[config.mk]
export PLATFORM = sky130hd
export DESIGN_NAME = apb_reg_slave
export DESIGN_NICKNAME = d
export VERILOG_FILES = /design/src/rtl/apb_reg_pkg.sv /design/src/rtl/apb_reg_decode.sv /design/src/rtl/apb_reg_slave.sv
export SDC_FILE = /design/constraint.sdc
export NUM_CORES = 1
export LEC_CHECK = 0
export ABC_AREA = 1
export CORE_ASPECT_RATIO = 0.8
export CORE_MARGIN = 2
export CORE_UTILIZATION = 40
export CTS_CLUSTER_DIAMETER = 30
export CTS_CLUSTER_SIZE = 16
export DETAILED_ROUTE_END_ITERATION = 10
export PLACE_DENSITY = 0.75
export SLEW_MARGIN = 20
export SYNTH_ARGS = -nofsm -noshare
export SYNTH_HDL_FRONTEND = slang
export SYNTH_SLANG_ARGS = --single-unit
[constraint.sdc]
create_clock -name clk -period 1.6 [get_ports clk]
set_input_delay 0.4 -clock clk [delete_from_list [all_inputs] [get_ports clk]]
set_output_delay 0.4 -clock clk [all_outputs]
set_load 0.1 [all_outputs]
[src/rtl/apb_reg_pkg.sv]
// Shared definitions for the APB register slave: register offsets, FSM
// encodings, register-select indices and the byte-strobe merge helper.
package apb_reg_pkg;

    localparam logic [7:0] OFF_ID        = 8'h00;
    localparam logic [7:0] OFF_SCRATCH   = 8'h04;
    localparam logic [7:0] OFF_IRQ_PEND  = 8'h08;
    localparam logic [7:0] OFF_IRQ_MASK  = 8'h0C;
    localparam logic [7:0] OFF_STATUS    = 8'h10;
    localparam logic [7:0] OFF_CTRL_BASE = 8'h20;

    localparam logic [0:0] S_IDLE   = 1'b0;
    localparam logic [0:0] S_ACCESS = 1'b1;

    localparam logic [31:0] DEF_ID_VALUE = 32'h4150_4231;

    // One-hot register select layout; CTRL[i] sits at SEL_CTRL0+i
    localparam int MAX_CTRL    = 8;
    localparam int SEL_ID      = 0;
    localparam int SEL_SCRATCH = 1;
    localparam int SEL_PEND    = 2;
    localparam int SEL_MASK    = 3;
    localparam int SEL_STATUS  = 4;
    localparam int SEL_CTRL0   = 5;
    localparam int NUM_SEL     = SEL_CTRL0 + MAX_CTRL;

    typedef struct packed {
        logic [NUM_SEL-1:0] sel;
        logic               err;
    } dec_t;

    // Replace only the byte lanes whose strobe is set
    function automatic logic [31:0] strb_merge(input logic [31:0] old_v,
                                               input logic [31:0] new_v,
                                               input logic [3:0]  strb);
        logic [31:0] r;
        for (int b = 0; b < 4; b++)
            r[8*b +: 8] = strb[b] ? new_v[8*b +: 8] : old_v[8*b +: 8];
        return r;
    endfunction

endpackage

[src/rtl/apb_reg_decode.sv]
// Combinational address decode: byte offset + direction -> one-hot register
// select and an error flag. Errors (misaligned, unmapped, write to a
// read-only register) always come with an all-zero select.
module apb_reg_decode
    import apb_reg_pkg::*;
#(
    parameter int NUM_CTRL = 4
) (
    input  logic [7:0] offset,
    input  logic       write,
    output dec_t       dec
);

    // Match the offset; anything that selects nothing is an error
    always_comb begin
        dec = '0;
        case (offset)
            OFF_ID:       dec.sel[SEL_ID]      = !write;
            OFF_SCRATCH:  dec.sel[SEL_SCRATCH] = 1'b1;
            OFF_IRQ_PEND: dec.sel[SEL_PEND]    = 1'b1;
            OFF_IRQ_MASK: dec.sel[SEL_MASK]    = 1'b1;
            OFF_STATUS:   dec.sel[SEL_STATUS]  = !write;
            default: begin
                for (int i = 0; i < NUM_CTRL; i++)
                    if (offset == OFF_CTRL_BASE + 8'(4*i))
                        dec.sel[SEL_CTRL0+i] = 1'b1;
            end
        endcase
        if (offset[1:0] != 2'b00 || dec.sel == '0) begin
            dec.sel = '0;
            dec.err = 1'b1;
        end
    end

endmodule

[src/rtl/apb_reg_slave.sv]
// APB completer register bank: ID, SCRATCH, STATUS, W1C interrupt
// pending/mask pair and NUM_CTRL byte-strobed CTRL registers.
// Optional macro APB_SLV_WAIT_EN inserts WAIT_CYCLES wait states per transfer.
module apb_reg_slave
    import apb_reg_pkg::*;
#(
    parameter int          ADDR_WIDTH   = 32,
    parameter int          DATA_WIDTH   = 32,
    parameter int          SELECT_WIDTH = 4,
    parameter int          NUM_CTRL     = 4,
    parameter logic [31:0] ID_VALUE     = DEF_ID_VALUE,
    parameter int          WAIT_CYCLES  = 2
) (
    input  logic                     clk,
    input  logic                     resetn,
    input  logic                     apb_PSEL,
    input  logic [ADDR_WIDTH-1:0]    apb_PADDR,
    input  logic [SELECT_WIDTH-1:0]  apb_PSTRB,
    input  logic [2:0]               apb_PPROT,
    input  logic                     apb_PENABLE,
    input  logic                     apb_PWRITE,
    input  logic [DATA_WIDTH-1:0]    apb_PWDATA,
    output logic                     apb_PREADY,
    output logic [DATA_WIDTH-1:0]    apb_PRDATA,
    output logic                     apb_PSLVERROR,
    input  logic [31:0]              sts_i,
    input  logic [31:0]              irq_src_i,
    output logic [NUM_CTRL*32-1:0]   ctrl_o,
    output logic                     irq_o
);

    logic [0:0]               state;
    logic [NUM_SEL-1:0]       sel_q;
    logic [31:0]              scratch_q, pend_q, mask_q;
    logic [NUM_CTRL-1:0][31:0] ctrl_q;
    logic [31:0]              rd_mux;
    logic                     setup, commit, wr_commit;
    dec_t                     dec;

    // Upper address bits are decoded upstream; PPROT carries no meaning here
    logic unused_bits;
    assign unused_bits = ^{apb_PADDR[ADDR_WIDTH-1:8], apb_PPROT, 32'(WAIT_CYCLES)};

`ifdef APB_SLV_WAIT_EN
    localparam logic       RDY_AT_SETUP = (WAIT_CYCLES == 0);
    localparam logic [3:0] WAIT_LD      = 4'(WAIT_CYCLES);
    logic [3:0] wcnt_q;
`else
    localparam logic       RDY_AT_SETUP = 1'b1;
`endif

    apb_reg_decode #(.NUM_CTRL(NUM_CTRL)) u_decode (
        .offset (apb_PADDR[7:0]),
        .write  (apb_PWRITE),
        .dec    (dec)
    );

    assign setup     = (state == S_IDLE) && apb_PSEL && !apb_PENABLE;
    assign commit    = (state == S_ACCESS) && apb_PSEL && apb_PENABLE && apb_PREADY;
    assign wr_commit = commit && apb_PWRITE;
    assign ctrl_o    = ctrl_q;

    // Read data is selected from the live decode and captured at setup
    always_comb begin
        rd_mux = '0;
        if (dec.sel[SEL_ID])      rd_mux = ID_VALUE;
        if (dec.sel[SEL_SCRATCH]) rd_mux = scratch_q;
        if (dec.sel[SEL_PEND])    rd_mux = pend_q;
        if (dec.sel[SEL_MASK])    rd_mux = mask_q;
        if (dec.sel[SEL_STATUS])  rd_mux = sts_i;
        for (int i = 0; i < NUM_CTRL; i++)
            if (dec.sel[SEL_CTRL0+i]) rd_mux = ctrl_q[i];
    end

    // Transfer FSM: latch decode and response at setup, complete in ACCESS
    always_ff @(posedge clk or negedge resetn) begin
        if (!resetn) begin
            state         <= S_IDLE;
            sel_q         <= '0;
            apb_PREADY    <= 1'b0;
            apb_PRDATA    <= '0;
            apb_PSLVERROR <= 1'b0;
`ifdef APB_SLV_WAIT_EN
            wcnt_q        <= '0;
`endif
        end else begin
            case (state)
                S_IDLE: begin
                    if (setup) begin
                        state         <= S_ACCESS;
                        sel_q         <= dec.sel;
                        apb_PSLVERROR <= dec.err;
                        apb_PRDATA    <= apb_PWRITE ? '0 : rd_mux;
                        apb_PREADY    <= RDY_AT_SETUP;
`ifdef APB_SLV_WAIT_EN
                        wcnt_q        <= WAIT_LD;
`endif
                    end
                end
                S_ACCESS: begin
                    // Completion and a dropped PSEL both end the transfer
                    if (!apb_PSEL || commit) begin
                        state         <= S_IDLE;
                        sel_q         <= '0;
                        apb_PREADY    <= 1'b0;
                        apb_PRDATA    <= '0;
                        apb_PSLVERROR <= 1'b0;
                    end
`ifdef APB_SLV_WAIT_EN
                    else if (!apb_PREADY) begin
                        wcnt_q <= wcnt_q - 4'd1;
                        if (wcnt_q == 4'd1) apb_PREADY <= 1'b1;
                    end
`endif
                end
                default: state <= S_IDLE;
            endcase
        end
    end

    // RW registers update per byte lane on a committed write
    always_ff @(posedge clk or negedge resetn) begin
        if (!resetn) begin
            scratch_q <= '0;
            mask_q    <= '0;
            ctrl_q    <= '0;
        end else if (wr_commit) begin
            if (sel_q[SEL_SCRATCH]) scratch_q <= strb_merge(scratch_q, apb_PWDATA, apb_PSTRB);
            if (sel_q[SEL_MASK])    mask_q    <= strb_merge(mask_q, apb_PWDATA, apb_PSTRB);
            for (int i = 0; i < NUM_CTRL; i++)
                if (sel_q[SEL_CTRL0+i]) ctrl_q[i] <= strb_merge(ctrl_q[i], apb_PWDATA, apb_PSTRB);
        end
    end

    // Pending bits: W1C ignoring strobes, new sources win over the clear
    always_ff @(posedge clk or negedge resetn) begin
        if (!resetn) begin
            pend_q <= '0;
            irq_o  <= 1'b0;
        end else begin
            pend_q <= (pend_q & ~((wr_commit && sel_q[SEL_PEND]) ? apb_PWDATA : '0)) | irq_src_i;
            irq_o  <= |(pend_q & mask_q);
        end
    end

endmodule

* After elaboration in Yosys (flattened, before gate mapping)
Cells that the tools add are included.
Storage, ports and cells: register bits 269, bits of input ports 140, output and inout port bits 163, logic and storage cells 124
Operators by class: eq/ne operators 10, multiplexer cells 36, bitwise logic cells 5, reductions and logical operators 42
Operators by type and width (count):
- 32-bit 2-to-1 mux | 12
- 3-bit AND reduction | 24
- 32-bit bitwise AND | 2
- 32-bit one-hot mux with 2 select lines | 1
- 8-bit by 6-bit == test with 1-bit output (second input constant) | 4
- 32-bit inverter | 1
- 32-bit bitwise OR | 1
- 32-bit OR reduction | 1
- 31-bit 2-to-1 mux | 1
- 9-bit 2-to-1 mux | 2
- 9-bit one-hot mux with 2 select lines | 1
- 8-bit by 4-bit == test with 1-bit output (second input constant) | 2
- 1-bit 2-to-1 mux | 14
- 10-bit 2-to-1 mux | 1
- 9-bit zero test | 1
- 8-bit by 3-bit == test with 1-bit output (second input constant) | 1
- 8-bit by 5-bit == test with 1-bit output (second input constant) | 1
- 8-bit zero test | 1
- 1-bit logical AND | 7
- 1-bit one-hot mux with 2 select lines | 3
- 5-bit OR reduction | 1
- 4-bit 2-to-1 mux | 1
- 1-bit zero test | 3
- 1-bit logical OR | 2
- 5 further kinds | 5

* Depth between registers and ports, before layout
Gate-level depths: netlist of the first run.
depth after elaboration 18, mapped depth 15, gate-level depth less buffers 14

* Cells and area by module
From an unflattened synthesis of the first run, not the netlist that was laid out.
Second synthesis, totals: cells, all modules 1792, area, all modules 13266.5 um2
Modules (own cells, without submodules):
- apb_reg_slave | times used 1, cells an instance 1732, area each 12969.9 um2, seq. area each 6681.4 um2
- apb_reg_decode | times used 1, cells an instance 60, area each 296.5 um2, seq. area each 0.0 um2

* Least setup slack after synthesis of the first run
Ideal clock, no wire load.
kind flip-flop to flip-flop, from register apb_PREADY, to register ctrl_q (netlist bit ctrl_o[110]), setup time 0.125 ns, arrival time 2.176 ns, data required time 1.475 ns, slack -0.701 ns, cell stages (with the launch flop) 9, path buffers 1, period minus slack after synthesis 2.301 ns, path through dfrtp_1 > inv_1 > nor4_4 > nand2_4 > nor2_8 > nand2_4 > buf_6 > nand2_1 > o21ai_1
Between the ends: longest elaborated chain between the ends 3
RTL lines:
- start, declared | line apb_reg_slave.sv:23 | output logic apb_PREADY,
- start signal, assigned | line apb_reg_slave.sv:80 | apb_PREADY <= 1'b0;
- start signal, assigned | line apb_reg_slave.sv:94 | apb_PREADY <= RDY_AT_SETUP;
- start signal, assigned | line apb_reg_slave.sv:105 | apb_PREADY <= 1'b0;
- 1-bit logical AND | line apb_reg_slave.sv:59 | assign commit = (state == S_ACCESS) && apb_PSEL && apb_PENABLE && apb_PREADY;
- 1-bit logical AND | line apb_reg_slave.sv:60 | assign wr_commit = commit && apb_PWRITE;
- 3-bit AND reduction (no line)
- end signal, assigned by index | line apb_reg_slave.sv:131 | if (sel_q[SEL_CTRL0+i]) ctrl_q[i] <= strb_merge(ctrl_q[i], apb_PWDATA, apb_PSTRB);
- end, declared | line apb_reg_slave.sv:35 | logic [NUM_CTRL-1:0][31:0] ctrl_q;
Every way passes these cells. A chain may end at the register's enable or synchronous reset.

* Final worst setup path of the first run
from register apb_PREADY, to register ctrl_q (netlist bit ctrl_o[79])
Same word-level chain as after synthesis.

==> results_dict.tcl, run 1 <==
set metrics [dict create \
    cts_buffers 51 \
    hold_viol_final 0 \
    r2r-start "apb_PREADY$_DFFE_PN0P_" \
    peakVddDrop_mv 0.7969 \
    synthXorXnorAreaFrac 0 \
    syn-num-nets 1685 \
    cts-root-buf "clkbuf_16" \
    wl_met2_um 26130 \
    nFillCells 2096 \
    grt_max_degree 47 \
    met3WireLength_um 7274 \
    wirelength_um 56340 \
    grt_pass1_vias 14100 \
    syn_area_sq_um 12810 \
    antenna_found_initial 1 \
    fin_nets 2088 \
    fmax_mhz 539.7 \
    gp_congestion 0.8859 \
    postSynthAreaPerCell_sq_um 8.290 \
    setup.worst_path.start_class "flop" \
    finalMaxSlewViolations 0 \
    muxShareOfSynthArea 0 \
    die_x_um 204.1 \
    syn_inst 1545 \
    grt_pass1_wl_um 82390 \
    cts_tree "done" \
    rsz0062_at_grt "true" \
    max_cap_violations 0 \
    synthSimpleGateAreaFrac 0.2439 \
    reg2reg_slack_ns -0.25 \
    finalWorstSetupSlack_ns -0.2527 \
    post-place-cells 2265 \
    drive_gt1_frac 0.3804 \
    crit_type "flop to flop" \
    yosysSeqAreaShare 0.5216 \
    hpwlAfterDp_um 34180 \
    critPathRequiredTime_ns 2.02 \
    violations "setup timing" \
    power_density_nw_per_um2 875.6 \
    core_area_sq_um 31500 \
    cts.sinks 267 \
    viasPerCell 5.777 \
    clk_pin_slew_ns 0.05 \
    layout_min_cycle_time_ns 1.853 \
    io_buffers 275 \
    outcome "finished with violations" \
    synth_compound_area_frac 0.1525 \
    tightestPinTransition_ns 1.298 \
    power_mw 19.43 \
    arrival_ns 2.27 \
    rr_worst_depth 9 \
    async_flop_share 1.000 \
    fin_setup_tns_ns -36.24 \
    drcViolationCount 0 \
    finClkSkew_ns 0.01260 \
    clk_latency_ns 0.55 \
    initial_utilization 0.4067 \
    hold_class "input pin to async pin" \
    overflow 0 \
    synth_top_family_by_area "simple AND/OR/NAND/NOR gates" \
    area_growth_pct 73.22 \
    multi_input_area_sq_um 6555 \
    dieArea_sq_um 33480 \
    ys_ff_latch 267 \
    crit_path_end_kind "flop" \
    setup_viol_count_final 280 \
    synth_cell_type_count 37 \
    grt_usage 0.3253 \
    ys_warn_count 0 \
    rows 58 \
    p_leak_nw 10.17 \
    relSlewSlack 0.1349 \
    r2r_end "ctrl_o[79]$_DFFE_PN0P_" \
    top_layer_used "met4" \
    drtIter0Drc 1589 \
    synth_fa_ha_area_frac 0 \
    vias 13930 \
    cts-htree-levels 2 \
    synth_ff_type "dfrtp_1" \
    cp_max_fo 8 \
    synth_edf_count 0 \
    final_cells 2411 \
    wl_met1_um 20160 \
    ant_nets 0 \
    final-seq-area_sq_um 6734 \
    dr.pass1.iters 7 \
    die_h_um 164.1 \
    fin_crit_sh 1.158 \
    ios 303 \
    clk_path_buf_depth 3 \
    avgRoutedWirePerCell_um 23.37 \
]
## placed cells by master (no fill, tap or decap), types with 6 or more instances in the layout
cell,synthesis,routed
a221oi_1,7,7
dfrtp_2,0,39
nand4_1,23,23
clkinv_4,0,7
nor2_4,0,6
o21ai_2,0,73
inv_2,7,9
nand2_1,533,375
o21ai_0,70,42
inv_4,0,7
or2_0,15,15
o2111ai_1,9,9
a21oi_1,31,30
o21bai_1,9,9
buf_6,24,14
clkbuf_1,33,6
dfrtp_1,267,227
inv_1,152,139
nand2_4,25,54
clkdlybuf4s50_1,0,103
a21boi_1,8,16
buf_12,0,203
nor2_1,19,10
inv_6,0,7
nand2_2,1,121
bufinv_16,0,7
buf_4,2,61
nand3_1,44,42
o211ai_1,11,11
clkinvlp_4,0,8
or2_2,15,13
nand2_8,0,30
o21ai_1,197,151
clkbuf_16,0,54
## layer usage
metal,track usage,vias to the layer above
met2,0.5243,1130
met3,0.09881,235
met4,0.1439,0
met1,0.4060,6685
li1,-,5879
met5,0,-
## cell type report
cell class | count | area share
inverter | 159 | 0.02887
clock inverter | 31 | 0.01771
timing repair buffer | 397 | 0.2668
antenna | 1 | 0.0001128
clock buffer | 64 | 0.06389
sequential | 267 | 0.3035
tap | 420 | 0.02368
multi-input combinational | 1072 | 0.2954
## logic make-up after synthesis
logic type | Yosys count
AND/OR/NAND/NOR | 694
AO/OA/AOI/OAI | 357
flip-flops | 267
buffers and inverters | 227
## critical path, cell delays in order, from the launching register on
cell,delay [ns]
dfrtp_4,0.41
inv_2,0.05
nor4_4,0.34
nand2_4,0.08
buf_12,0.17
nor2_8,0.13
buf_12,0.19
nand2_8,0.12
nand2_2,0.14
o21ai_2,0.07
## worst max path at each step
| stage | start | end | cells past startpoint |
|---|---|---|---|
| floorplan | apb_PREADY$_DFFE_PN0P_ | ctrl_o[13]$_DFFE_PN0P_ | 8 |
| global placement | apb_PADDR[3] | apb_PRDATA[20]$_DFFE_PN0P_ | 16 |
| detailed placement | apb_PADDR[3] | apb_PRDATA[22]$_DFFE_PN0P_ | 16 |
| CTS | state$_DFF_PN0_ | mask_q[19]$_DFFE_PN0P_ | 8 |
| global route | apb_PREADY$_DFFE_PN0P_ | ctrl_o[79]$_DFFE_PN0P_ | 9 |
| finish | apb_PREADY$_DFFE_PN0P_ | ctrl_o[79]$_DFFE_PN0P_ | 9 |
## cells in the mapped netlist (all sizes together), types with 2 or more instances
cell	instances	area (sq um)
nor3	5	52.55
buf	35	329.1
nand4	23	143.9
o22ai	2	12.51
clkbuf	33	123.9
or2	34	212.7
inv	159	596.8
o211ai	11	82.58
dfrtp	267	6681
o2111ai	9	78.83
nor2	25	163.9
nand3	44	220.2
o21ai	267	1336
nand3b	2	15.01
o21bai	9	67.56
a21boi	19	142.6
a221oi	7	61.31
a21oi	31	155.2
nand2	559	2288
## through the flow
stage,cell area [sq um],worst slack (ns),utilization,hold slack (ns)
2_1_floorplan,12920,-0.2504,-,0.1044
3_3_place_gp,18320,-0.8908,0.5815,0.3152
3_5_place_dp,18320,-0.9090,0.5815,0.3160
4_1_cts,21450,-0.1957,0.6812,0.3591
5_1_grt,22190,-0.3022,0.7045,0.3787
6_report,22190,-0.2527,0.7045,0.3501
## sequential cells by signal, summed over array words and instances, names as in the netlist
signal         flops
sel_q              7
scratch_q         32
mask_q            32
apb_PSLVERROR      1
irq_o              1
pend_q            32
apb_PRDATA        32
state              1
ctrl_o           128
apb_PREADY         1
## where the power goes
part	leakage (nW)	total, mW	internal (mW)	switching, mW
clock	0.867	11.2	7.44	3.80
sequential	3.49	6.82	6.79	0.0293
combinational	5.81	1.36	0.553	0.807
total	10.2	19.4	14.8	4.64
## repair_timing
action,in CTS,in global routing
pin swaps,21,43
gates cloned,20,6
setup buffers,24,3
hold buffers,1,0
endpoints found under the setup margin,287,339
gates resized for setup,271,200
hold endpoints to repair,28,0
No activity file was read; power rests on OpenSTA's default activity.
==> run 2: changes to the inputs <==
--- a/config.mk
+++ b/config.mk
@@ -10,7 +10,6 @@
 export CORE_MARGIN = 2
 export CORE_UTILIZATION = 40
 export CTS_CLUSTER_DIAMETER = 30
-export CTS_CLUSTER_SIZE = 16
 export DETAILED_ROUTE_END_ITERATION = 10
 export PLACE_DENSITY = 0.75
 export SLEW_MARGIN = 20
==> results of run 2 <==
Same layout as run 1: the final DEF is identical, and so are final timing and power.
